<file path="src/rtl/status_shadow_register.sv">
// status_shadow_register: live status register with n_to/n_pd power flags and a LIFO shadow stack for interrupt context save/restore.
module status_shadow_register #(
    parameter int SHADOW_DEPTH = 2,
    parameter int RP_WIDTH = 2,
    localparam int STATUS_W = RP_WIDTH + 6,
    localparam int OCC_W = $clog2(SHADOW_DEPTH + 1)
) (
    input  logic                clk,
    input  logic                rst,
    input  logic                status_wr,
    input  logic [STATUS_W-1:0] status_reg_in,
    input  logic [2:0]          flag_wr_mask,
    input  logic [2:0]          flag_in,
    input  logic                clrwdt,
    input  logic                sleep,
    input  logic                wdt_timeout,
    input  logic                ctx_save,
    input  logic                ctx_restore,
    input  logic                err_clr,
    output logic [STATUS_W-1:0] status_reg_out,
    output logic                irp,
    output logic [RP_WIDTH-1:0] rp,
    output logic                n_to,
    output logic                n_pd,
    output logic                z,
    output logic                dc,
    output logic                c,
    output logic                shadow_empty,
    output logic                shadow_full,
    output logic                shadow_overflow,
    output logic                shadow_underflow
);
    logic [STATUS_W-1:0] stack [2**OCC_W];
    logic [OCC_W-1:0]    occ, occ_n;
    logic [STATUS_W-1:0] wr_v, alu_v, top, base, nxt;
    logic [1:0]          pwr;
    logic                only_save, only_restore, push, pop;

    assign only_save    = ctx_save & ~ctx_restore;
    assign only_restore = ctx_restore & ~ctx_save;
    assign push         = only_save & ~shadow_full;
    assign pop          = only_restore & ~shadow_empty;
    assign occ_n        = push ? occ + OCC_W'(1) : pop ? occ - OCC_W'(1) : occ;
    assign top          = stack[occ - OCC_W'(1)];

    // n_to/n_pd are never taken from software writes, the ALU or a pop
    always_comb begin
        wr_v  = status_wr ? status_reg_in : status_reg_out;
        alu_v = {wr_v[STATUS_W-1:3], (flag_wr_mask & flag_in) | (~flag_wr_mask & wr_v[2:0])};
        base  = pop ? top : alu_v;
        pwr   = wdt_timeout ? {1'b0, status_reg_out[3]} :
                sleep       ? 2'b10 :
                clrwdt      ? 2'b11 : status_reg_out[4:3];
        nxt   = {base[STATUS_W-1:5], pwr, base[2:0]};
    end

    always_ff @(posedge clk) begin
        if (rst) begin
            status_reg_out   <= {{(RP_WIDTH + 1){1'b0}}, 5'b11000};
            occ              <= '0;
            shadow_empty     <= 1'b1;
            shadow_full      <= 1'b0;
            shadow_overflow  <= 1'b0;
            shadow_underflow <= 1'b0;
        end else begin
            status_reg_out   <= nxt;
            occ              <= occ_n;
            shadow_empty     <= occ_n == '0;
            shadow_full      <= occ_n == OCC_W'(SHADOW_DEPTH);
            shadow_overflow  <= (only_save & shadow_full) | (shadow_overflow & ~err_clr);
            shadow_underflow <= (only_restore & shadow_empty) | (shadow_underflow & ~err_clr);
        end
    end

    // Entries are not cleared by reset; occupancy alone defines validity
    always_ff @(posedge clk) begin
        if (!rst && push)
            stack[occ] <= status_reg_out;
    end

    assign irp  = status_reg_out[STATUS_W-1];
    assign rp   = status_reg_out[STATUS_W-2:5];
    assign n_to = status_reg_out[4];
    assign n_pd = status_reg_out[3];
    assign z    = status_reg_out[2];
    assign dc   = status_reg_out[1];
    assign c    = status_reg_out[0];
endmodule

</file>
<file path="config.mk">
export PLATFORM = sky130hd
export DESIGN_NAME = status_shadow_register
export DESIGN_NICKNAME = d
export VERILOG_FILES = /design/src/rtl/status_shadow_register.sv
export SDC_FILE = /design/constraint.sdc
export NUM_CORES = 1
export LEC_CHECK = 0
export ABC_AREA = 0
export ABC_CLOCK_PERIOD_IN_PS = 2320
export BUFFER_PORTS_ARGS = -buffer_cell sky130_fd_sc_hd__buf_2
export CORE_ASPECT_RATIO = 0.8
export CORE_UTILIZATION = 52
export DETAILED_ROUTE_END_ITERATION = 8
export PLACE_DENSITY = 0.79
export SLEW_MARGIN = 15
export SYNTH_ARGS = -nofsm -noshare
export SYNTH_HDL_FRONTEND = slang
export SYNTH_SLANG_ARGS = --single-unit
</file>
<file path="constraint.sdc">
create_clock -name clk -period 2.32 [get_ports clk]
set_input_delay 0.348 -clock clk [delete_from_list [all_inputs] [get_ports clk]]
set_output_delay 0.348 -clock clk [all_outputs]
set_load 0.01 [all_outputs]
</file>
==> flow_summary.rst, run 1 <==
.. list-table::
   :header-rows: 1

   * - Metric
     - Value
   * - Run status
     - finished clean
   * - H-tree levels
     - 2
   * - Minimum period implied by the final worst setup slack
     - roughly 1800 ps
   * - Number of stages on the worst hold path
     - 2
   * - Total number of clock tree sinks
     - 38
   * - Number of buffers inserted by hold repair at cts
     - 0
   * - Maximum clock frequency
     - ~550 MHz
   * - Critical path data required time
     - about 2500 ps
   * - Final Setup Violations
     - 0
   * - Number of synthesized register bits
     - 38
   * - Via count
     - ~1000
   * - Highest ir drop seen on vdd
     - roughly 0.45 mV
   * - Net Count, Synth
     - 146
   * - Count of pins on the block boundary
     - 43
   * - Via density per instance
     - between 5 and 6
   * - Overflow after GRT
     - 0
   * - Worst stage delay on the critical path
     - 570 ps
   * - Final hold violation count
     - 0
   * - Top delay family on crit path
     - adder cells
   * - Gr usage total
     - 18.4%
   * - Starting density of the core
     - 55.0%
   * - Commonest cells after routing, fill and taps aside
     - buf_2, edfxtp_1, dfxtp_1, mux2i_1, mux4_2
   * - P&R area growth vs syn
     - 14.1%
   * - Max-Slew Margin vs Limit
     - 60.2%
   * - Number of maximum-capacitance constraint violations
     - 0
   * - Worst setup slack for register-to-register paths
     - 510 ps
   * - Instance count of the mapped netlist
     - around 120
   * - Post-route cell area
     - between 0.0015 and 0.002 mm^2
   * - CP Capture Type
     - register
   * - Number of placed cells counting well taps
     - between 150 and 200
   * - Leakage power
     - between 0.7 and 0.8 nW
   * - Setup Total Neg Slack
     - 0 ps
   * - Reg2reg start
     - occ[1]
   * - Number of setup buffers added after CTS
     - 0
   * - Yosys synthesis warning count
     - 0
   * - Area taken by flip-flops and latches
     - 0.00100 mm^2
   * - Final critical-path share of the clock period
     - between 70% and 80%
   * - HPWL after detailed placement
     - 2000 um
   * - Critical Path AT
     - slightly below 2000 ps
   * - Detailed router's first-iteration violation count
     - 22
   * - Filler-free cell count of the finished design
     - just under 200
   * - Reg-to-Reg End
     - status_reg_out[5]
   * - Beginning of the critical path
     - occ[1]
   * - IO Port Bufs
     - 40
   * - Largest buffer count on any clock path
     - 2
   * - DRC violations left
     - 0
   * - Critical path class
     - reg2reg
   * - Sequential cell area fraction in the yosys report
     - 58.6%
   * - Post-route clock skew
     - about 5.7 ps
   * - CP Capture Point
     - status_reg_out[5]
   * - Clock tree from TritonCTS
     - yes
   * - Slowest cell on the critical path
     - ha_1
   * - Min-Delay Path Class
     - in2reg
   * - Antenna violations before repair
     - 0
   * - Average wire length per cell after detail routing
     - around 15 um
   * - Iteration count of the initial detailed-routing pass
     - 4
   * - Unrepaired setup endpoints after global routing
     - false
   * - Clock latency at the later pin of the worst-skew pair
     - about 290 ps
   * - Total power
     - around 1.5 mW
   * - Routability cong.
     - approximately 0.83
   * - Cell Chain, Critical Path
     - inv_1 > ha_1 > mux4_2 > nor2_1 > a211oi_2
   * - Vias in the first global route
     - approximately 920
   * - Area of the core
     - around 0.0031 mm^2
   * - Distinct cell type count of the synthesized netlist
     - 30
   * - Clock Root Buffer
     - clkbuf_8
   * - Total of cells resized after clock tree synthesis
     - 0
   * - Most frequent standard cell in the layout excluding fill and tap cells
     - buf_2
   * - Buffers plus inverters on the worst setup path
     - 1
   * - Clock-pin slew on the worst setup and hold paths
     - approximately 70 ps
   * - Inserted Clock Buffers
     - 5
   * - Maximum fanout count along the critical path
     - 10
   * - Number of diodes added for antenna fixing
     - 0
   * - Number of cell instances on the worst register-to-register path
     - 5
   * - Area enclosed by the die boundary
     - approximately 0.0035 mm^2
   * - Routed Antenna Nets
     - 0
   * - Floorplan row count
     - 18
   * - Maximum number of pins on one net before global-route repair
     - 16
   * - Area of the multi-input gates
     - 599 um^2
   * - Fraction of final layout cells with drive strength greater than 1
     - about two fifths
   * - Measured slew at the worst slew-check pin
     - 597 ps
   * - Chip Width
     - 66.1 um
   * - Final Max Tran Viols
     - 0
   * - Chip height
     - 53.3 um
   * - Netlist area before placement
     - about 0.0017 mm^2
   * - Avg Inst Size Synth
     - about 14 um^2
   * - Placed cell area
     - between 0.0015 and 0.002 mm^2
   * - Post-layout nets
     - around 180
   * - Cell area power density
     - 777 mW/mm^2
   * - Total Routed Length
     - 2880 um
   * - Category of the worst setup path launch point
     - register
   * - Number of cells on the critical path
     - 5
   * - Hold slack final
     - ~280 ps
   * - Global-route wire length before repair
     - 4350 um
   * - Number of fill cells in the layout
     - between 200 and 300
metrics by stage:
stage	worst slack [ps]	utilization, %
final	507	62.7
after detailed placement	454	60.1
after CTS	483	62.7
after global routing	365	62.7
after global placement	519	60.1
after floorplan	623	-
synth_stat cells:
cell type  number  area (um^2)
a22o_1          3         26.3
or3b_1          2         17.5
nor3_1          3         15.0
nand2b_1        3         18.8
nor2_1          5         18.8
ha_1            4         50.1
mux4_2          6          135
nand3_1         1         5.00
o21bai_1        2         15.0
clkbuf_1        1         3.75
mux2i_1         8         80.1
nor2_8          1         20.0
a21oi_1         4         20.0
buf_6           2         22.5
nor2b_1         1         6.26
a211oi_1        2         15.0
dfxtp_1        14          280
buf_4           8         60.1
inv_1           3         11.3
nand3b_1        2         15.0
a21oi_2         1         8.76
nor3b_2         2         25.0
o21ai_0         3         15.0
o32ai_1         1         8.76
and2_1          4         25.0
nand2_1         3         11.3
edfxtp_1       24          721
a221o_1         1         10.0
buf_2           2         10.0
a211oi_2        3         37.5
cell type report:
cell class	instances	share of cell area (%)
Tap cell	40	2.57
Multi-Input combinational cell	65	30.7
Clock buffer	8	4.11
Timing Repair Buffer	41	10.7
Sequential cell	38	51.3
Inverter	3	0.578
power by group:
group          internal [mW]  switching (mW)  total (mW)
combinational          0.139           0.149       0.288
sequential             0.765          0.0356       0.801
clock                  0.213           0.212       0.425
total                   1.12           0.397        1.51
kinds of logic after synthesis:
| kind of cell | count (synthesis) | synth area share, % |
|---|---|---|
| flops | 38 | 58.6 |
| simple gates | 27 | 10.4 |
| compound gates | 20 | 9.16 |
| buf+inv | 16 | 6.30 |
| mux | 14 | 12.6 |
| fa+ha+maj | 4 | 2.93 |
registers in the layout, summed over array words and instances (netlist names), named ones only:
signal,cells
status_reg_out,5
shadow_empty,1
stack,24
occ,2
shadow_underflow,1
shadow_full,1
shadow_overflow,1
metal layers:
metal / up-vias / GRT usage, % / wire length [um]
met5: - / 0 / 0
met4: 0 / 8.51 / 25
met3: 4 / 5.82 / 152
met2: 32 / 28.2 / 1320
met1: 491 / 23.8 / 1380
li1: 509 / - / -
worst min path at each step:
stage	start	endpoint	slack (ps)
2_1_floorplan	rst	shadow_empty	450
3_3_place_gp	shadow_overflow	shadow_overflow	450
3_5_place_dp	shadow_overflow	shadow_overflow	460
4_1_cts	wdt_timeout	status_reg_out[4]	270
5_1_grt	wdt_timeout	status_reg_out[4]	300
6_report	wdt_timeout	status_reg_out[4]	280
Note: power is estimated with default switching activity, not from simulation.
==> run 2: changes to the inputs <==
--- a/config.mk
+++ b/config.mk
@@ -5,13 +5,13 @@
 export SDC_FILE = /design/constraint.sdc
 export NUM_CORES = 1
 export LEC_CHECK = 0
-export ABC_AREA = 0
-export ABC_CLOCK_PERIOD_IN_PS = 2320
+export ABC_AREA = 1
+export ABC_CLOCK_PERIOD_IN_PS = 1650
 export BUFFER_PORTS_ARGS = -buffer_cell sky130_fd_sc_hd__buf_2
 export CORE_ASPECT_RATIO = 0.8
-export CORE_UTILIZATION = 52
+export CORE_UTILIZATION = 47
 export DETAILED_ROUTE_END_ITERATION = 8
-export PLACE_DENSITY = 0.79
+export PLACE_DENSITY = 0.75
 export SLEW_MARGIN = 15
 export SYNTH_ARGS = -nofsm -noshare
 export SYNTH_HDL_FRONTEND = slang
==> constraint.sdc (replaced) <==
create_clock -name clk -period 1.65 [get_ports clk]
set_input_delay 0.2475 -clock clk [delete_from_list [all_inputs] [get_ports clk]]
set_output_delay 0.2475 -clock clk [all_outputs]
set_load 0.01 [all_outputs]
==> flow_summary.rst, run 2 <==
.. list-table::
   :header-rows: 1

   * - Metric
     - Value
   * - Hold slack final
     - 169 ps (was 277 ps)
   * - Overflow after GRT
     - 0 (unchanged)
   * - Reg2reg start
     - occ[1] (unchanged)
   * - Placed cell area
     - 0.00205 mm^2 (was 0.00187 mm^2)
   * - Fraction of final layout cells with drive strength greater than 1
     - 32.9% (was 38.1%)
   * - Routed Antenna Nets
     - 0 (unchanged)
   * - P&R area growth vs syn
     - 17.5% (was 14.1%)
   * - Place WS
     - 213 ps (was 454 ps)
   * - Critical path class
     - reg2reg (unchanged)
   * - H-tree levels
     - 2 (unchanged)
   * - Chip Width
     - 71.5 um (was 66.1 um)
   * - CP Capture Type
     - register (unchanged)
   * - Number of placed cells counting well taps
     - 277 (was 187)
   * - Minimum period implied by the final worst setup slack
     - 1420 ps (was 1810 ps)
   * - Critical Path AT
     - 1600 ps (was 1960 ps)
   * - Area leader, netlist
     - edfxtp_1 (unchanged)
   * - Starting density of the core
     - 50.9% (was 55.0%)
   * - Clock latency at the later pin of the worst-skew pair
     - 290 ps (about the same)
   * - Unrepaired setup endpoints after global routing
     - false (unchanged)
   * - Measured slew at the worst slew-check pin
     - 281 ps (was 597 ps)
   * - Total of cells resized after clock tree synthesis
     - 0 (unchanged)
   * - Clock tree from TritonCTS
     - yes (unchanged)
   * - Top Registers
     - stack (24), status_reg_out (5), occ (2) (unchanged)
   * - Highest ir drop seen on vdd
     - 0.582 mV (was 0.454 mV)
   * - Post-synth ARST share
     - 0% (unchanged)
   * - DRC violations left
     - 0 (unchanged)
   * - Clock-pin slew on the worst setup and hold paths
     - 70 ps (about the same)
   * - Antenna violations before repair
     - 0 (unchanged)
   * - Number of buffers inserted by hold repair at cts
     - 0 (unchanged)
   * - Final critical-path share of the clock period
     - 86.0% (was 78.2%)
   * - Beginning of the critical path
     - occ[1] (unchanged)
   * - Yosys synthesis warning count
     - 0 (unchanged)
   * - Maximum fanout count along the critical path
     - 8 (was 10)
   * - Maximum clock frequency
     - 704 MHz (was 551 MHz)
   * - Min-Delay Path Class
     - in2reg (unchanged)
   * - Worst stage delay on the critical path
     - 390 ps (was 570 ps)
   * - Total number of clock tree sinks
     - 38 (unchanged)
   * - Number of fill cells in the layout
     - 311 (was 251)
   * - Cell area power density
     - 963 mW/mm^2 (was 777 mW/mm^2)
   * - Final hold violation count
     - 0 (unchanged)
   * - Area share of the largest cell type after synthesis
     - 39.7% (was 42.2%)
   * - Post-route clock skew
     - 6.13 ps (was 5.75 ps)
   * - Cells taking the most area after synthesis
     - edfxtp_1, dfxtp_1, nand2_1, inv_1, nand3_1 (was edfxtp_1, dfxtp_1, mux4_2, mux2i_1, buf_4)
   * - Instance count of the mapped netlist
     - 196 (was 119)
   * - Iteration count of the initial detailed-routing pass
     - 4 (unchanged)
   * - Most frequent standard cell in the layout excluding fill and tap cells
     - nand2_1 (was buf_2)
   * - HPWL after detailed placement
     - 2550 um (was 2000 um)
   * - Clock Root Buffer
     - clkbuf_8 (unchanged)
   * - Via count
     - 1386 (was 1036)
   * - Predominant post-synthesis flop cell
     - edfxtp_1 (unchanged)
   * - Run status
     - finished clean (unchanged)
   * - Top-count cell post-synth
     - nand2_1 (was edfxtp_1)
   * - Largest register FFs
     - 24 (unchanged)
   * - Area of the core
     - 0.00357 mm^2 (was 0.00311 mm^2)
   * - Largest buffer count on any clock path
     - 2 (unchanged)
   * - Filler-free cell count of the finished design
     - 285 (was 195)
   * - Launch instance of the worst min-delay path
     - sleep (was wdt_timeout)
   * - Number of synthesized register bits
     - 38 (unchanged)
   * - Post-route cell area
     - 0.00213 mm^2 (was 0.00195 mm^2)
   * - Via density per instance
     - 4.86 (was 5.31)
   * - Netlist area before placement
     - 0.00182 mm^2 (was 0.00171 mm^2)
   * - Sequential cell area fraction in the yosys report
     - 55.1% (was 58.6%)
   * - Routability cong.
     - 0.771 (was 0.829)
   * - Post-layout nets
     - 269 (was 181)
   * - Count of pins on the block boundary
     - 43 (unchanged)
   * - Leakage power
     - 1.03 nW (was 0.785 nW)
   * - Cell Chain, Critical Path
     - inv_1 > ha_1 > inv_2 > nand3_1 > a21oi_1 > nor2_1 (was inv_1 > ha_1 > mux4_2 > nor2_1 > a211oi_2)
   * - Net Count, Synth
     - 223 (was 146)
   * - Gr usage total
     - 19.5% (was 18.4%)
   * - Floorplan row count
     - 19 (was 18)
   * - Detailed router's first-iteration violation count
     - 27 (was 22)
   * - IO Port Bufs
     - 40 (unchanged)
   * - Top delay family on crit path
     - flip-flops (was adder cells)
   * - Most flop-heavy register
     - stack (unchanged)
   * - Slowest cell on the critical path
     - dfxtp_1 (was ha_1)
   * - Setup slack of the critical path after layout
     - 230 ps (was 507 ps)
   * - Global-route wire length before repair
     - 5900 um (was 4350 um)
   * - Category of the worst setup path launch point
     - register (unchanged)
   * - Max-Slew Margin vs Limit
     - 81.1% (was 60.2%)
   * - Commonest cells after routing, fill and taps aside
     - nand2_1, buf_2, edfxtp_1, inv_1, nor2_1 (was buf_2, edfxtp_1, dfxtp_1, mux2i_1, mux4_2)
   * - Setup Total Neg Slack
     - 0 ps (unchanged)
   * - Worst setup slack for register-to-register paths
     - 230 ps (was 510 ps)
   * - Maximum number of pins on one net before global-route repair
     - 15 (was 16)
   * - Number of diodes added for antenna fixing
     - 0 (unchanged)
   * - Vias in the first global route
     - 1308 (was 923)
   * - Average wire length per cell after detail routing
     - 12.4 um (was 14.7 um)
   * - Final Setup Violations
     - 0 (unchanged)
   * - Post-synth top cells
     - nand2_1, edfxtp_1, inv_1, nor2_1, nand3_1 (was edfxtp_1, dfxtp_1, buf_4, mux2i_1, mux4_2)
   * - Buffers plus inverters on the worst setup path
     - 2 (was 1)
   * - Area enclosed by the die boundary
     - 0.00412 mm^2 (was 0.00352 mm^2)
   * - Number of enable flip-flop cells after synthesis
     - 24 (unchanged)
   * - Total Routed Length
     - 3530 um (was 2880 um)
   * - Distinct cell type count of the synthesized netlist
     - 21 (was 30)
   * - Chip height
     - 57.6 um (was 53.3 um)
   * - Final Max Tran Viols
     - 0 (unchanged)
   * - Critical path data required time
     - 1830 ps (was 2470 ps)
   * - Number of maximum-capacitance constraint violations
     - 0 (unchanged)
   * - Inserted Clock Buffers
     - 5 (unchanged)
   * - Number of setup buffers added after CTS
     - 0 (unchanged)
   * - Avg Inst Size Synth
     - 9.27 um^2 (was 14.4 um^2)
run 2: changes by cell type in the layout (fill, tap and decap cells not counted), sizes merged, moves of 4 or more:
cell / change
a211oi: -5
a21oi: +5
and2: -4
buf: +11
inv: +22
mux2i: -8
mux4: -6
nand2: +52
nand3: +19
nor2: +16
run 2: worst reg2reg max path: stages, from the launching register on:
cell and delay [ps]:
dfxtp_1 390, inv_1 90, ha_1 310, inv_2 170, nand3_1 100, a21oi_1 190, nor2_1 70
run 2: kinds of logic (layout without fill, tap and decap cells):
| family | count (synthesis) | count (layout) | share of synthesized area (%) |
|---|---|---|---|
| buffers and inverters | 38 | 85 | 11.0 |
| AND/OR/NAND/NOR | 100 | 100 | 26.1 |
| flip-flops | 38 | 38 | 55.1 |
| AO/OA/AOI/OAI | 16 | 16 | 5.03 |
| adder cells (fa/ha/maj) | 4 | 4 | 2.75 |
run 2: final timing paths:
| kind | depth (start not counted) | endpoint |
|---|---|---|
| min reg2reg | 2 | shadow_overflow |
| max reg2reg | 6 | register |
| min | 2 | status_reg_out[3] |
| max | 6 | register |
run 2: area by class of cell:
type	instances	area (um^2)	area share, %
repair buffers	52	290	13.6
well taps	42	52.6	2.46
clock buffers	6	72.6	3.40
multi-input cells	120	616	28.8
inverters	25	93.8	4.40
flip-flops and latches	38	1000	46.9
clock inverters	2	8.76	0.410
run 2: per-layer routing:
| layer | GRT usage (%) | wire, um |
|---|---|---|
| met5 | 0 | 0 |
| met4 | 9.52 | 60 |
| met3 | 4.70 | 169 |
| met2 | 31.3 | 1610 |
| met1 | 25.1 | 1690 |
run 2: per-stage QoR:
stage / power [mW] / util (%)
2_1_floorplan: 1.37 / -
3_3_place_gp: 1.48 / 57.6
3_5_place_dp: 1.49 / 57.6
4_1_cts: 2.07 / 59.9
5_1_grt: 2.17 / 59.9
6_report: 2.06 / 59.9
run 2: power by group:
part	switching [mW]	total (mW)	leakage (nW)	internal, mW
logic	0.217	0.365	0.649	0.148
registers	0.0413	1.10	0.337	1.06
clock network	0.300	0.590	0.0426	0.290
==> run 3: changes to the inputs <==
--- a/config.mk
+++ b/config.mk
@@ -9,9 +9,9 @@
 export ABC_CLOCK_PERIOD_IN_PS = 1650
 export BUFFER_PORTS_ARGS = -buffer_cell sky130_fd_sc_hd__buf_2
 export CORE_ASPECT_RATIO = 0.8
-export CORE_UTILIZATION = 47
+export CORE_UTILIZATION = 30
 export DETAILED_ROUTE_END_ITERATION = 8
-export PLACE_DENSITY = 0.75
+export PLACE_DENSITY = 0.52
 export SLEW_MARGIN = 15
 export SYNTH_ARGS = -nofsm -noshare
 export SYNTH_HDL_FRONTEND = slang
==> constraint.sdc (replaced) <==
create_clock -name clk -period 1.65 [get_ports clk]
set_input_delay 0 -clock clk [delete_from_list [all_inputs] [get_ports clk]]
set_output_delay 0 -clock clk [all_outputs]
set_load 0.01 [all_outputs]
==> flow_summary.rst, run 3 (synthesized netlist as in run 2, its figures left out) <==
.. list-table::
   :header-rows: 1

   * - Metric
     - Value
   * - Run status
     - finished clean (unchanged)
   * - Most flop-heavy register
     - stack (unchanged)
   * - Leakage power
     - 1.02 nW (was 1.03 nW)
   * - Post-layout nets
     - 269 (unchanged)
   * - Cell area power density
     - 950 mW/mm^2 (was 963 mW/mm^2)
   * - Clock-pin slew on the worst setup and hold paths
     - 70 ps (about the same)
   * - Most frequent standard cell in the layout excluding fill and tap cells
     - nand2_1 (unchanged)
   * - Measured slew at the worst slew-check pin
     - 276 ps (was 281 ps)
   * - HPWL after detailed placement
     - 2660 um (was 2550 um)
   * - Commonest cells after routing, fill and taps aside
     - nand2_1, buf_2, edfxtp_1, inv_1, nor2_1 (unchanged)
   * - Total number of clock tree sinks
     - 38 (unchanged)
   * - Unrepaired setup endpoints after global routing
     - false (unchanged)
   * - Area of the core
     - 0.00565 mm^2 (was 0.00357 mm^2)
   * - Total of cells resized after clock tree synthesis
     - 0 (unchanged)
   * - Clock latency at the later pin of the worst-skew pair
     - 290 ps (about the same)
   * - Antenna violations before repair
     - 0 (unchanged)
   * - Critical path class
     - reg2reg (unchanged)
   * - P&R area growth vs syn
     - 20.5% (was 17.5%)
   * - Top Registers
     - stack (24), status_reg_out (5), occ (2) (unchanged)
   * - Average wire length per cell after detail routing
     - 11.7 um (was 12.4 um)
   * - Maximum fanout count along the critical path
     - 4 (was 8)
   * - Global-route wire length before repair
     - 5940 um (was 5900 um)
   * - Number of diodes added for antenna fixing
     - 0 (unchanged)
   * - IO Port Bufs
     - 40 (unchanged)
   * - Via density per instance
     - 4.21 (was 4.86)
   * - Gr usage total
     - 12.9% (was 19.5%)
   * - Critical Path AT
     - 1400 ps (was 1600 ps)
   * - CP Capture Type
     - register (unchanged)
   * - Highest ir drop seen on vdd
     - 0.323 mV (was 0.582 mV)
   * - Filler-free cell count of the finished design
     - 321 (was 285)
   * - Inserted Clock Buffers
     - 5 (unchanged)
   * - Setup Total Neg Slack
     - 0 ps (unchanged)
   * - Count of pins on the block boundary
     - 43 (unchanged)
   * - Category of the worst setup path launch point
     - register (unchanged)
   * - Vias in the first global route
     - 1169 (was 1308)
   * - Via count
     - 1353 (was 1386)
   * - Largest register FFs
     - 24 (unchanged)
   * - Critical path data required time
     - 1660 ps (was 1830 ps)
   * - Final Max Tran Viols
     - 0 (unchanged)
   * - Maximum number of pins on one net before global-route repair
     - 18 (was 15)
   * - Clock tree from TritonCTS
     - yes (unchanged)
   * - Largest buffer count on any clock path
     - 2 (unchanged)
   * - Number of maximum-capacitance constraint violations
     - 0 (unchanged)
   * - Placed cell area
     - 0.00207 mm^2 (was 0.00205 mm^2)
   * - Final critical-path share of the clock period
     - 84.7% (was 86.0%)
   * - Area enclosed by the die boundary
     - 0.00637 mm^2 (was 0.00412 mm^2)
   * - Routability cong.
     - 0.711 (was 0.771)
   * - DRC violations left
     - 0 (unchanged)
   * - Fraction of final layout cells with drive strength greater than 1
     - 30.9% (was 32.9%)
   * - Number of placed cells counting well taps
     - 309 (was 277)
   * - Min-Delay Path Class
     - in2reg (unchanged)
   * - Iteration count of the initial detailed-routing pass
     - 4 (unchanged)
   * - Clock Root Buffer
     - clkbuf_8 (unchanged)
   * - Chip height
     - 71.6 um (was 57.6 um)
   * - Overflow after GRT
     - 0 (unchanged)
   * - Floorplan row count
     - 24 (was 19)
   * - Detailed router's first-iteration violation count
     - 62 (was 27)
   * - Minimum period implied by the final worst setup slack
     - 1400 ps (was 1420 ps)
   * - Max-Slew Margin vs Limit
     - 81.4% (was 81.1%)
   * - Routed Antenna Nets
     - 0 (unchanged)
   * - Maximum clock frequency
     - 716 MHz (was 704 MHz)
   * - Post-route cell area
     - 0.00219 mm^2 (was 0.00213 mm^2)
   * - Final hold violation count
     - 0 (unchanged)
   * - H-tree levels
     - 2 (unchanged)
   * - Post-route clock skew
     - 7.61 ps (was 6.13 ps)
   * - Final Setup Violations
     - 0 (unchanged)
   * - Starting density of the core
     - 32.2% (was 50.9%)
   * - Total Routed Length
     - 3760 um (was 3530 um)
   * - Chip Width
     - 89.0 um (was 71.5 um)
## run 3: changes by cell type in the layout (fill, tap and decap cells not counted), sizes merged
cell         previous run  this run
buf                    52        48
dlygate4sd3             0         4
clkinv                  2         0
clkbuf                  6         8
## run 3: worst max-delay path: stages, from the launching register on
cell	delay (ps)
dfxtp_1	320
nand3b_2	260
inv_2	90
nand2_1	100
nor2_1	180
buf_4	160
## run 3: path summary, 6_finish.rpt
kind	start	end	slack, ps	cells after the start
worst max-delay path	shadow_full	stack[2][0]	250	5
worst min-delay path	ctx_save	shadow_overflow	10	3
worst max register to register	shadow_full	stack[2][0]	250	5
worst min register to register	shadow_overflow	shadow_overflow	460	2
## run 3: metrics by stage
step / setup WS [ps] / utilization, % / hold slack [ps] / power (mW)
4_1_cts: 222 / 38.8 / 7.07 / 2.10
6_report: 253 / 38.8 / 11.8 / 2.08
2_1_floorplan: 57.3 / - / 114 / 1.37
3_3_place_gp: 245 / 36.6 / 223 / 1.48
5_1_grt: 136 / 38.8 / 20.3 / 2.19
3_5_place_dp: 233 / 36.6 / 223 / 1.48
## run 3: final cells by class
class | instances | area (um^2)
Tap cell | 78 | 97.6
Fill cell | 593 | 3460
Inverter | 25 | 93.8
Sequential cell | 38 | 1000
Multi-Input combinational cell | 120 | 616
Timing Repair Buffer | 52 | 300
Clock buffer | 8 | 80.1
## run 3: layer usage
metal  GRT usage [%]  part of all wire (%)
met1            19.1                    54
met2            17.3                    41
met3            3.80                   4.0
met4            5.29                   1.4
met5               0                     0
## run 3: report_power, final
group | switching [mW] | total [mW] | internal [mW]
Clock | 0.312 | 0.612 | 0.300
Combinational | 0.219 | 0.366 | 0.147
Sequential | 0.0419 | 1.10 | 1.06
## run 3: repair_timing
| item | in CTS | in global routing |
|---|---|---|
| hold buffers | 4 | 0 |
| hold endpoints to repair | 4 | 0 |
| buffers inserted | 0 | 0 |
